## config.mk

```make
export PLATFORM = sky130hd
export DESIGN_NAME = bip_control
export DESIGN_NICKNAME = d
export VERILOG_FILES = /design/src/rtl/bip_control.sv
export SDC_FILE = /design/constraint.sdc
export NUM_CORES = 1
export LEC_CHECK = 0
export CAP_MARGIN = 20
export CORE_UTILIZATION = 45
export CTS_CLUSTER_DIAMETER = 150
export DETAILED_ROUTE_END_ITERATION = 6
export PLACE_DENSITY = 0.86
export SYNTH_ARGS = -nofsm -noshare
export SYNTH_HDL_FRONTEND = slang
export SYNTH_SLANG_ARGS = --single-unit
export TNS_END_PERCENT = 50
```

## constraint.sdc

```tcl
create_clock -name i_clock -period 2.59 [get_ports i_clock]
set_input_delay 0.259 -clock i_clock [delete_from_list [all_inputs] [get_ports i_clock]]
set_output_delay 0.259 -clock i_clock [all_outputs]
set_load 0.05 [all_outputs]
```

## src/rtl/bip_control.sv

```systemverilog
// bip_control: BIP control unit holding the PC, decoding instructions, tracking RUN/HALT and counting executed cycles
module bip_control #(
  parameter int NB_DATA            = 16,
  parameter int NB_OPCODE          = 5,
  parameter int NB_OPERAND         = 11,
  parameter int N_INSMEM_ADDR      = 2048,
  parameter int LOG2_N_INSMEM_ADDR = 11,
  parameter int LOG2_N_DATA_ADDR   = 10,
  parameter int NB_CYCLE_CNT       = 32
) (
  input  logic                          i_clock,
  input  logic                          i_reset,
  input  logic                          i_valid,
  input  logic [NB_DATA-1:0]            i_instruction,
  output logic [LOG2_N_INSMEM_ADDR-1:0] o_insmem_addr,
  output logic [LOG2_N_DATA_ADDR-1:0]   o_data_mem_addr,
  output logic [NB_OPERAND-1:0]         o_data_instruction,
  output logic [1:0]                    o_sel_a,
  output logic                          o_sel_b,
  output logic                          o_wr_acc,
  output logic                          o_op_code,
  output logic                          o_wr_ram,
  output logic                          o_rd_ram,
  output logic                          o_halted,
  output logic [NB_CYCLE_CNT-1:0]       o_cycle_count
);
  typedef enum logic {RUN, HALT} state_t;
  state_t state_q, state_d;
  logic [NB_OPCODE-1:0] op;
  logic exec, alu;
  assign op                 = i_instruction[NB_DATA-1 -: NB_OPCODE];
  assign o_data_instruction = i_instruction[NB_OPERAND-1:0];
  assign o_data_mem_addr    = i_instruction[LOG2_N_DATA_ADDR-1:0];
  assign exec               = state_q == RUN && i_valid && !i_reset;
  assign alu                = op >= NB_OPCODE'(4) && op <= NB_OPCODE'(7);
  always_ff @(posedge i_clock)
    state_q <= i_reset ? RUN : state_d;
  always_comb
    state_d = exec && op == NB_OPCODE'(0) ? HALT : state_q;
  always_comb begin
    o_wr_acc  = exec && op >= NB_OPCODE'(2) && op <= NB_OPCODE'(7);
    o_wr_ram  = exec && op == NB_OPCODE'(1);
    o_rd_ram  = exec && (op == NB_OPCODE'(2) || op == NB_OPCODE'(4) || op == NB_OPCODE'(6));
    o_sel_a   = !exec ? 2'b00 : op == NB_OPCODE'(3) ? 2'b01 : alu ? 2'b10 : 2'b00;
    o_sel_b   = exec && (op == NB_OPCODE'(5) || op == NB_OPCODE'(7));
    o_op_code = exec && (op == NB_OPCODE'(4) || op == NB_OPCODE'(5));
    o_halted  = state_q == HALT && !i_reset;
  end
  always_ff @(posedge i_clock)
    if (i_reset) begin
      o_insmem_addr <= '0;
      o_cycle_count <= '0;
    end else if (exec) begin
      o_cycle_count <= &o_cycle_count ? o_cycle_count : o_cycle_count + NB_CYCLE_CNT'(1);
      if (op != NB_OPCODE'(0))
        o_insmem_addr <= o_insmem_addr == LOG2_N_INSMEM_ADDR'(N_INSMEM_ADDR - 1) ? '0
                         : o_insmem_addr + LOG2_N_INSMEM_ADDR'(1);
    end
endmodule

```

==> Word level (Yosys, flattened, before mapping) <==
Index checks and enable logic that the tools add are counted.
{ "op_classes": {"add_sub_neg": 2, "multipliers": 0, "n_div": 0, "magnitude_cmp": 3, "eq_ne": 8, "shift": 0, "mux": 4, "n_bitwise": 2, "n_reduce_logical": 21} }
{ "ops": {"columns": ["cell", "n"], "rows": [
  ["$add 32x1->32 const B", 1],
  ["$reduce_and 32->1", 1],
  ["$eq 5x3->1 const B", 4],
  ["$add 11x1->11 const B", 1],
  ["$eq 11x11->1 const B", 1],
  ["$logic_and 1x1->1", 11],
  ["$mux 11", 1],
  ["$eq 5x2->1 const B", 2],
  ["$mux 2", 3],
  ["$eq 5x1->1 const B", 1],
  ["$ge 5x2->1 const B", 1],
  ["$ge 5x3->1 const B", 1],
  ["$le 5x3->1 const B", 1],
  ["$logic_not 5->1", 1],
  ["$reduce_bool 5->1", 1],
  ["$logic_or 1x1->1", 4],
  ["$reduce_and 2->1", 2],
  ["$not 1->1", 2],
  ["$logic_not 1->1", 1]
]} }
{ "totals": {"reg_bits": 44, "latchBits": 0, "mem_bits_rw": 0, "romBits": 0, "input_bits": 19, "output_inout_bits": 72, "word_cells": 43, "n_memories": 0} }

==> Logic depth before layout (Yosys ltp) <==
Gate-level depths: netlist of the first run.
{ "logic_depth": {"word_depth": 5, "mapped_depth": 6, "depth_no_buf": 6} }

==> Least setup slack after synthesis of the first run <==
Ideal clock, no wire load.
{ "synth_path": {"kind": "register -> output", "start": "reg state_q", "end": "out o_op_code", "t_arrival_ns": 2.362, "required_time_ns": 2.331, "slack_ns": -0.031, "path_stages_with_launch": 6, "n_path_buf": 1, "cell_sequence": "dfxtp_1 or3b_4 buf_6 nor3_1 and2_1 nor2b_1"} }
{ "synth_via": {"elab_chain_len": 4} }
{ "synth_rtl": {"columns": ["element", "line", "rtl"], "rows": [
  ["start, declared", "28", "state_t state_q, state_d;"],
  ["start signal, assigned", "37", "state_q <= i_reset ? RUN : state_d;"],
  ["$not 1->1", "34", "assign exec = state_q == RUN && i_valid && !i_reset;"],
  ["$logic_and 1x1->1 (2 in series)", "34", null],
  ["$logic_and 1x1->1", "46", "o_op_code = exec && (op == NB_OPCODE'(4) || op == NB_OPCODE'(5));"],
  ["end, declared", "21", "output logic o_op_code,"]
]} }
Every way passes these cells.

==> Worst setup path after layout of the first run <==
{ "layout_path": {"start": "in i_valid", "end": "out o_wr_ram"} }
{ "layout_via": {"elab_chain_len": 3} }
{ "layout_rtl": {"columns": ["element", "line", "rtl"], "rows": [
  ["start, declared", "13", "input logic i_valid,"],
  ["$logic_and 1x1->1 (2 in series)", "34", null],
  ["$logic_and 1x1->1", "42", "o_wr_ram = exec && op == NB_OPCODE'(1);"],
  ["end, declared", "22", "output logic o_wr_ram,"]
]} }
Every way passes these cells.

==> impl_metrics.py, run 1 <==
metrics = {
    "outcome": {
        "status": "completed",
    },
    "place": {
        "post_dp_cell_area_mm2": 0.003127,
        "dp_hpwl_mm": 4.125,
        "place_ws_ns": 0.06036,
        "portBuffers": 58,
        "routabilityCongestion": 0.7901,
    },
    "yosys": {
        "syn_inst": 288,
        "synthArstFlopShare_pct": 0,
        "synth_flop_cell": "dfxtp_1",
        "synth_top_family_by_area": "simple AND/OR/NAND/NOR gates",
        "synth_mux_area_share_pct": 3.799,
        "seq_area_frac_synth_pct": 35.66,
        "synth-edff-count": 0,
        "synth_compound_area_share_pct": 12.51,
        "synth_nets": 309,
        "synth-simple-area-share_pct": 31.97,
        "synth-xor-area-share_pct": 6.383,
        "yosysUniqueCellTypes": 46,
        "synth_warnings": 0,
        "ys_seq_elements": 44,
        "synth_fa_ha_area_share_pct": 1.013,
        "syn_area_mm2": 0.002470,
        "syn_avg_cell_area_um2": 8.576,
    },
    "cts": {
        "cts_tree": "done",
        "root_buffer": "clkbuf_8",
        "h-tree-depth": 2,
        "post_cts_buffers": 0,
        "numCtsBuffers": 5,
        "cts_sinks": 44,
        "clock_tree.buffer_depth": 2,
        "clk_pin_slew_ns": 0.08,
        "clock_latency_ns": 0.30,
        "holdBufCountCts": 0,
        "cts_resized": 0,
    },
    "critical_path": {
        "cpPeakStageDelay_ns": 0.47,
        "crit_chain": "clkdlybuf4s50_1 -> or3b_4 -> buf_4 -> nor3_2 -> nand2_1 -> nor3_1 -> buf_12",
        "reg2reg_from": "o_cycle_count[0]$_SDFFE_PP0P_",
        "arrival_ns": 2.11,
        "slowest_stage": "clkdlybuf4s50_1",
        "path_buf_inv": 3,
        "cp_top_family": "simple AND/OR/NAND/NOR gates",
        "cp_max_fo": 5,
        "crit_path_start_kind": "input pin",
        "critPathLaunch": "i_valid",
        "path_class": "input pin to primary output",
        "cp-end-kind": "primary output",
        "critPathRequiredTime_ns": 2.33,
    },
    "routing": {
        "met3WireLength_um": 342,
        "drc_errors": 0,
        "drtIter0Drc": 141,
        "wl_met2_mm": 2.707,
        "wl_mm": 5.612,
        "via_per_inst": 5.498,
        "ant_nets": 0,
        "vias": 2243,
        "wl_met1_mm": 2.511,
        "wl_per_cell_um": 13.75,
        "drt_first_pass_iters": 4,
        "dr.max_layer_used": "met4",
    },
    "grt": {
        "grt_max_degree": 44,
        "overflow": 0,
        "first_global_vias": 2078,
        "grt_util_all_layers_pct": 19.08,
        "antenna_found_initial": 0,
        "grt_pass1_wl_mm": 9.225,
    },
    "die": {
        "die_h_um": 76.09,
        "ios": 91,
        "num_rows": 26,
        "die_w_um": 76.09,
        "die_area_mm2": 0.005789,
        "initial_core_util_pct": 47.45,
        "fp.coreArea_mm2": 0.005205,
    },
    "run": {
        "cap_violations": 0,
    },
    "sta": {
        "slew_headroom_pct": 64.27,
        "drv_slew": 0,
        "fmax_mhz": 422.2,
        "finalSetupTns_ns": 0,
        "rsz0062_at_grt": "false",
        "final.setup.worst_slack_ns": 0.2215,
        "period_share_pct": 91.45,
        "tightest_slew_ns": 0.5342,
        "hold_viol_final": 0,
        "setup-violations-final": 0,
        "skew_ns": 0.005529,
        "period_needed_ns": 2.369,
    },
    "power": {
        "total_power_mw": 1.189,
        "p_per_area_mw_per_mm2": 370.0,
        "leakagePower_nw": 1.080,
        "irDropWorstVdd_mv": 0.2726,
    },
    "final_layout": {
        "final_cell_mix": "50 x clkdlybuf4s50_1, 44 x dfxtp_1, 30 x nor2_1, 23 x nand2_1, 16 x a21oi_1",
        "area_growth_pct": 30.14,
        "stdcell_area_mm2": 0.003214,
        "final_common_cell": "clkdlybuf4s50_1",
        "antenna_cells": 0,
        "fin_nets": 359,
        "drive_gt1_share_pct": 12.72,
    },
    "hold_path": {
        "min-delay-start": "o_cycle_count[5]$_SDFFE_PP0P_",
        "hold_class": "flop to flop",
    },
}
==> layout make-up <==
cell class / count / area, um2
Timing Repair Buffer: 71 / 758.2
Sequential cell: 44 / 880.8
Clock buffer: 6 / 72.57
Tap cell: 70 / 87.58
Inverter: 6 / 22.52
Multi-Input combinational cell: 210 / 1388
Clock inverter: 1 / 5.005
Fill cell: 455 / 1991
==> layer usage <==
layer  up-vias  GRT usage (%)
met3         6          4.551
met5         -              0
met2        61          33.55
met4         0          5.577
met1      1056          23.02
li1       1120              -
==> sequential cells by signal, summed over array words and instances, names as in the netlist <==
signal         cells
o_cycle_count     32
state_q            1
o_insmem_addr     11
==> worst paths after layout <==
kind	end	slack, ns	cells past startpoint
setup / recovery	o_wr_ram	0.22	7
hold / removal	o_cycle_count[5]$_SDFFE_PP0P_	0.51	1
setup reg to reg	o_cycle_count[30]$_SDFFE_PP0P_	0.41	6
hold reg to reg	o_cycle_count[5]$_SDFFE_PP0P_	0.51	1
==> stage by stage <==
step	util, %	instances	hold slack [ns]
5_1_grt	61.75	408	0.5181
3_3_place_gp	60.07	401	0.4770
3_5_place_dp	60.07	401	0.4971
6_report	61.75	408	0.5143
2_1_floorplan	-	288	0.4166
4_1_cts	61.56	408	0.5182
==> Yosys cell counts, types with 7 or more instances <==
cell	number	area share [%]
nand4_1	11	2.8
o21ai_0	8	1.6
dfxtp_1	44	36
nor2_1	30	4.6
a21oi_1	16	3.2
nand2_1	23	3.5
buf_4	21	6.4
xnor2_1	12	4.3
or3_1	9	2.3
nand2b_1	7	1.8
nand3_1	10	2.0
==> worst reg2reg max path: stages, from the launching register on <==
cell	delay, ns
dfxtp_1	0.43
ha_1	0.24
nand3_1	0.27
or4_4	0.55
nor4_2	0.31
mux2i_1	0.22
nor2_1	0.05
==> kinds of logic after synthesis <==
logic type                 count (synthesis)
AOI/OAI and AO/OA                         44
xor gates and xnor gates                  18
muxes                                      9
adders and majority gates                  2
and+or+nand+nor                          137
DFF                                       44
buffers and inverters                     34
==> report_power, final <==
part	leakage [nW]	internal, mW	switching [mW]
clock	0.0410	0.184	0.225
sequential	0.355	0.680	0.00630
combinational	0.684	0.0394	0.0551
total	1.08	0.903	0.286
No activity file was read; power rests on OpenSTA's default activity.
==> run 2, diff against run 1 <==
==> constraint.sdc (replaced) <==
create_clock -name i_clock -period 2.59 [get_ports i_clock]
set_input_delay 0.518 -clock i_clock [delete_from_list [all_inputs] [get_ports i_clock]]
set_output_delay 0.518 -clock i_clock [all_outputs]
set_load 0.05 [all_outputs]
==> impl_metrics.py, run 2 (synthesized netlist as in run 1, its figures left out) <==
metrics = {
    "die": {
        "initial_core_util_pct": 47.45,
        "ios": 91,
        "fp.coreArea_mm2": 0.005205,
        "die_w_um": 76.09,
        "num_rows": 26,
        "die_area_mm2": 0.005789,
        "die_h_um": 76.09,
    },
    "routing": {
        "wl_per_cell_um": 14.30,
        "ant_nets": 0,
        "drc_errors": 0,
        "vias": 2310,
        "drt_first_pass_iters": 4,
        "drtIter0Drc": 106,
        "via_per_inst": 5.540,
        "wl_mm": 5.965,
    },
    "critical_path": {
        "cp_num_cells": 7,
        "slowest_stage": "or3b_4",
        "cp-end-kind": "primary output",
        "path_class": "input pin to primary output",
        "critPathRequiredTime_ns": 2.07,
        "path_buf_inv": 3,
        "cp_max_fo": 4,
        "cp_top_family": "simple AND/OR/NAND/NOR gates",
        "crit_path_start_kind": "input pin",
        "cpPeakStageDelay_ns": 0.38,
        "reg2regPathDepth": 7,
        "crit_chain": "dlygate4sd2_1 -> or3b_4 -> nor3_2 -> buf_4 -> nand2_4 -> nor3b_4 -> buf_12",
        "arrival_ns": 1.98,
    },
    "sta": {
        "tightest_slew_ns": 0.5222,
        "final.setup.worst_slack_ns": 0.09524,
        "timing.hold.ws_ns": 0.4926,
        "rsz0062_at_grt": "false",
        "setup-violations-final": 0,
        "skew_ns": 0.009195,
        "slew_headroom_pct": 65.08,
        "drv_slew": 0,
        "finalSetupTns_ns": 0,
        "period_needed_ns": 2.495,
        "hold_viol_final": 0,
        "fmax_mhz": 400.8,
        "period_share_pct": 96.32,
    },
    "power": {
        "combPwrFrac_pct": 8.2,
        "clkPwrFrac_pct": 36.8,
        "leakagePower_nw": 1.140,
        "irDropWorstVdd_mv": 0.4240,
        "p_int_mw": 0.9404,
        "switching_share_pct": 24.61,
        "p_sw_mw": 0.3069,
        "p_per_area_mw_per_mm2": 377.2,
        "p_seq_share_pct": 55.0,
    },
    "run": {
        "cap_violations": 0,
    },
    "hold_path": {
        "hold_depth": 1,
        "hold_class": "flop to flop",
    },
    "final_layout": {
        "final_util_pct": 63.53,
        "final_cell_mix": "48 x clkdlybuf4s50_1, 44 x dfxtp_1, 30 x nor2_1, 22 x nand2_1, 21 x buf_4",
        "area_growth_pct": 33.89,
        "fin_nets": 367,
        "final_cells": 417,
        "antenna_cells": 0,
        "largest_reg_flops": 32,
        "regMostFlops": "o_cycle_count",
        "final_common_cell": "clkdlybuf4s50_1",
        "top_regs": "o_cycle_count (32), o_insmem_addr (11), state_q (1)",
        "drive_gt1_share_pct": 15.56,
    },
    "place": {
        "place_ws_ns": -0.2051,
        "dp_hpwl_mm": 4.339,
        "portBuffers": 58,
        "routabilityCongestion": 0.8594,
        "dp.cells": 408,
    },
    "cts": {
        "clock_latency_ns": 0.30,
        "cts_tree": "done",
        "numCtsBuffers": 5,
        "root_buffer": "clkbuf_8",
        "h-tree-depth": 2,
        "clk_pin_slew_ns": 0.08,
        "clock_tree.buffer_depth": 2,
        "cts_sinks": 44,
    },
    "outcome": {
        "status": "completed",
    },
    "grt": {
        "antenna_found_initial": 0,
        "grt_pass1_wl_mm": 9.970,
        "first_global_vias": 2209,
        "overflow": 0,
        "grt_util_all_layers_pct": 20.97,
        "grt_max_degree": 44,
    },
}
-- run 2: layout make-up --
type,count,area [um2]
clock buffer,7,86.33
sequential,44,880.8
timing repair buffer,79,815.8
inverter,6,22.52
multi-input combinational,210,1406
clock inverter,1,7.507
tap,70,87.58
fill,429,1898
-- run 2: final timing paths --
kind,from,end,slack [ns]
setup / recovery,i_reset,o_sel_a[0],0.1
hold / removal,o_cycle_count[5]$_SDFFE_PP0P_,o_cycle_count[5]$_SDFFE_PP0P_,0.49
setup reg to reg,state_q$_SDFFE_PP0P_,o_cycle_count[27]$_SDFFE_PP0P_,0.33
hold reg to reg,o_cycle_count[5]$_SDFFE_PP0P_,o_cycle_count[5]$_SDFFE_PP0P_,0.49
-- run 2: layer usage --
metal  global-route usage (%)  share of wire (%)
met5                        0                  0
met4                    8.654                1.7
met3                    5.030                5.3
met2                    36.27                 48
met1                    24.81                 44
-- run 2: timing repair --
item | in CTS | in global routing
setup buffers | 1 | 0
gates resized for setup | 7 | 0
hold buffers | 0 | 0
endpoints found under the setup margin | 7 | 0
-- run 2: per-stage QoR --
stage | cell area, um2 | total power, mW
5_1_grt | 3307 | 1.287
4_1_cts | 3307 | 1.254
2_1_floorplan | 2477 | 0.8418
3_3_place_gp | 3184 | 0.7976
3_5_place_dp | 3184 | 0.8001
6_report | 3307 | 1.247
-- run 2: power groups by stage --
stage	logic (mW)	registers [mW]	clock network, mW
floorplan	0.126	0.716	0
finish	0.102	0.686	0.459
global placement	0.0958	0.702	0
global route	0.108	0.687	0.492
detailed placement	0.0983	0.702	0
CTS	0.102	0.686	0.466
-- run 2: worst reg2reg max path: stages, from the launching register on --
cell      delay (ns)
dfxtp_1         0.33
or3b_4          0.40
buf_4           0.16
nor4_1          0.30
o211ai_1        0.27
buf_4           0.24
or3_1           0.34
a21oi_1         0.16
==> run 3, diff against run 2 <==
Settings changed: CORE_MARGIN set to 2.
==> impl_metrics.py, run 3 (synthesized netlist as in run 1, its figures left out) <==
metrics = {
    "outcome": {
        "status": "completed",
    },
    "critical_path": {
        "reg2reg_from": "state_q$_SDFFE_PP0P_",
        "cp_max_fo": 4,
        "crit_path_start_kind": "input pin",
        "cpPeakStageDelay_ns": 0.39,
        "path_class": "input pin to primary output",
        "cp-end-kind": "primary output",
        "crit_chain": "dlygate4sd2_1 -> or3b_4 -> nor3_2 -> buf_4 -> nand2_1 -> nor3b_2 -> buf_12",
        "timing.rr.end": "o_cycle_count[15]$_SDFFE_PP0P_",
        "slowest_stage": "or3b_4",
        "rrSetupSlack_ns": 0.35,
        "arrival_ns": 1.93,
        "reg2regPathDepth": 6,
        "critPathRequiredTime_ns": 2.07,
    },
    "cts": {
        "clk_pin_slew_ns": 0.08,
        "numCtsBuffers": 5,
        "cts_sinks": 44,
        "cts_tree": "done",
        "clock_tree.buffer_depth": 2,
        "holdBufCountCts": 0,
        "clock_latency_ns": 0.30,
        "h-tree-depth": 2,
        "root_buffer": "clkbuf_8",
    },
    "routing": {
        "ant_nets": 0,
        "via_per_inst": 5.488,
        "wl_mm": 5.817,
        "drc_errors": 0,
        "vias": 2294,
        "drtIter0Drc": 168,
        "drt_first_pass_iters": 4,
        "wl_per_cell_um": 13.92,
    },
    "sta": {
        "tightest_slew_ns": 0.5145,
        "rsz0062_at_grt": "false",
        "final.setup.worst_slack_ns": 0.1464,
        "drv_slew": 0,
        "period_share_pct": 94.35,
        "fmax_mhz": 409.2,
        "hold_viol_final": 0,
        "setup-violations-final": 0,
        "slew_headroom_pct": 65.59,
        "period_needed_ns": 2.444,
        "skew_ns": 0.002629,
    },
    "grt": {
        "grt_use_met1_pct": 25.90,
        "antenna_found_initial": 0,
        "grt_use_met3_pct": 3.908,
        "grt_busiest_layer": "met2",
        "grt_util_all_layers_pct": 20.05,
        "first_global_vias": 2182,
        "grt_pass1_wl_mm": 10.09,
        "grt_max_degree": 44,
        "overflow": 0,
        "grt_util_met2_pct": 33.53,
    },
    "final_layout": {
        "largest_reg_flops": 32,
        "top_regs": "o_cycle_count (32), o_insmem_addr (11), state_q (1)",
        "area_growth_pct": 33.28,
        "fillers": 467,
        "final_cell_mix": "48 x clkdlybuf4s50_1, 44 x dfxtp_1, 30 x nor2_1, 23 x nand2_1, 22 x buf_4",
        "final_util_pct": 63.25,
        "antenna_cells": 0,
        "drive_gt1_share_pct": 14.94,
        "final_common_cell": "clkdlybuf4s50_1",
        "regMostFlops": "o_cycle_count",
        "stdcell_area_mm2": 0.003292,
        "fin_nets": 368,
    },
    "run": {
        "cap_violations": 0,
    },
    "place": {
        "routabilityCongestion": 0.8344,
        "place_ws_ns": -0.2316,
        "dp_hpwl_mm": 4.395,
        "post_dp_cell_area_mm2": 0.003192,
        "portBuffers": 58,
    },
    "die": {
        "die_w_um": 78.09,
        "initial_core_util_pct": 47.45,
        "die_area_mm2": 0.006097,
        "ios": 91,
        "fp.coreArea_mm2": 0.005205,
        "die_h_um": 78.09,
        "num_rows": 26,
    },
    "power": {
        "p_per_area_mw_per_mm2": 372.5,
        "irDropWorstVdd_mv": 0.3797,
        "leakagePower_nw": 1.131,
    },
    "hold_path": {
        "hold_depth": 1,
        "min-delay-start": "o_cycle_count[5]$_SDFFE_PP0P_",
        "hold_end": "o_cycle_count[5]$_SDFFE_PP0P_",
        "hold_class": "flop to flop",
    },
}
[run 3: cell types whose count changed in the layout (fill, tap and decap cells not counted), sizes merged]
cell / previous run / this run
clkbuf: 7 / 8
clkinvlp: 1 / 0
buf: 29 / 30
[run 3: worst max path at each step]
stage,from,to,slack (ns),cells after the start
final,i_reset,o_sel_a[0],0.15,7
after global routing,i_valid,o_cycle_count[15]$_SDFFE_PP0P_,0.08,7
after CTS,i_reset,o_sel_a[0],0.13,7
after detailed placement,i_valid,o_cycle_count[28]$_SDFFE_PP0P_,-0.23,7
after global placement,i_valid,o_cycle_count[11]$_SDFFE_PP0P_,-0.17,7
after floorplan,i_reset,o_wr_ram,-0.39,5
[run 3: layout make-up]
| type | count | area (um2) | share of cell area [%] |
|---|---|---|---|
| clock buffers | 8 | 90.09 | 2.737 |
| well taps | 70 | 87.58 | 2.661 |
| repair buffers | 80 | 823.3 | 25.01 |
| flip-flops and latches | 44 | 880.8 | 26.76 |
| multi-input cells | 210 | 1388 | 42.15 |
| inverters | 6 | 22.52 | 0.6841 |
[run 3: stage by stage]
| step | setup TNS [ns] | hold WS, ns | total power, mW | instances |
|---|---|---|---|---|
| global placement | -1.813 | 0.4771 | 0.7985 | 409 |
| finish | 0 | 0.4958 | 1.226 | 418 |
| CTS | 0 | 0.4977 | 1.241 | 418 |
| global route | 0 | 0.5179 | 1.278 | 418 |
| floorplan | -0.8423 | 0.4524 | 0.8418 | 288 |
| detailed placement | -3.257 | 0.4787 | 0.8016 | 409 |
[run 3: per-layer routing]
layer / wire [um] / up-vias
met4: 91 / 0
li1: - / 1143
met3: 265 / 11
met2: 2869 / 59
met5: 0 / -
met1: 2590 / 1081
[run 3: power breakdown]
group	total [mW]	internal, mW	switching (mW)
Combinational	0.100	0.0434	0.0567
Clock	0.440	0.218	0.222
Sequential	0.686	0.680	0.00593
Total	1.23	0.941	0.285
[run 3: worst max-delay path, delay by kind of cell]
family / cells / cell delay, ns
buffers and inverters: 3 / 0.57
and+or+nand+nor: 4 / 0.84
[run 3: timing repair]
action                     CTS  global route
gates resized for setup      3             0
setup endpoints to repair    7             0
setup buffers                1             0
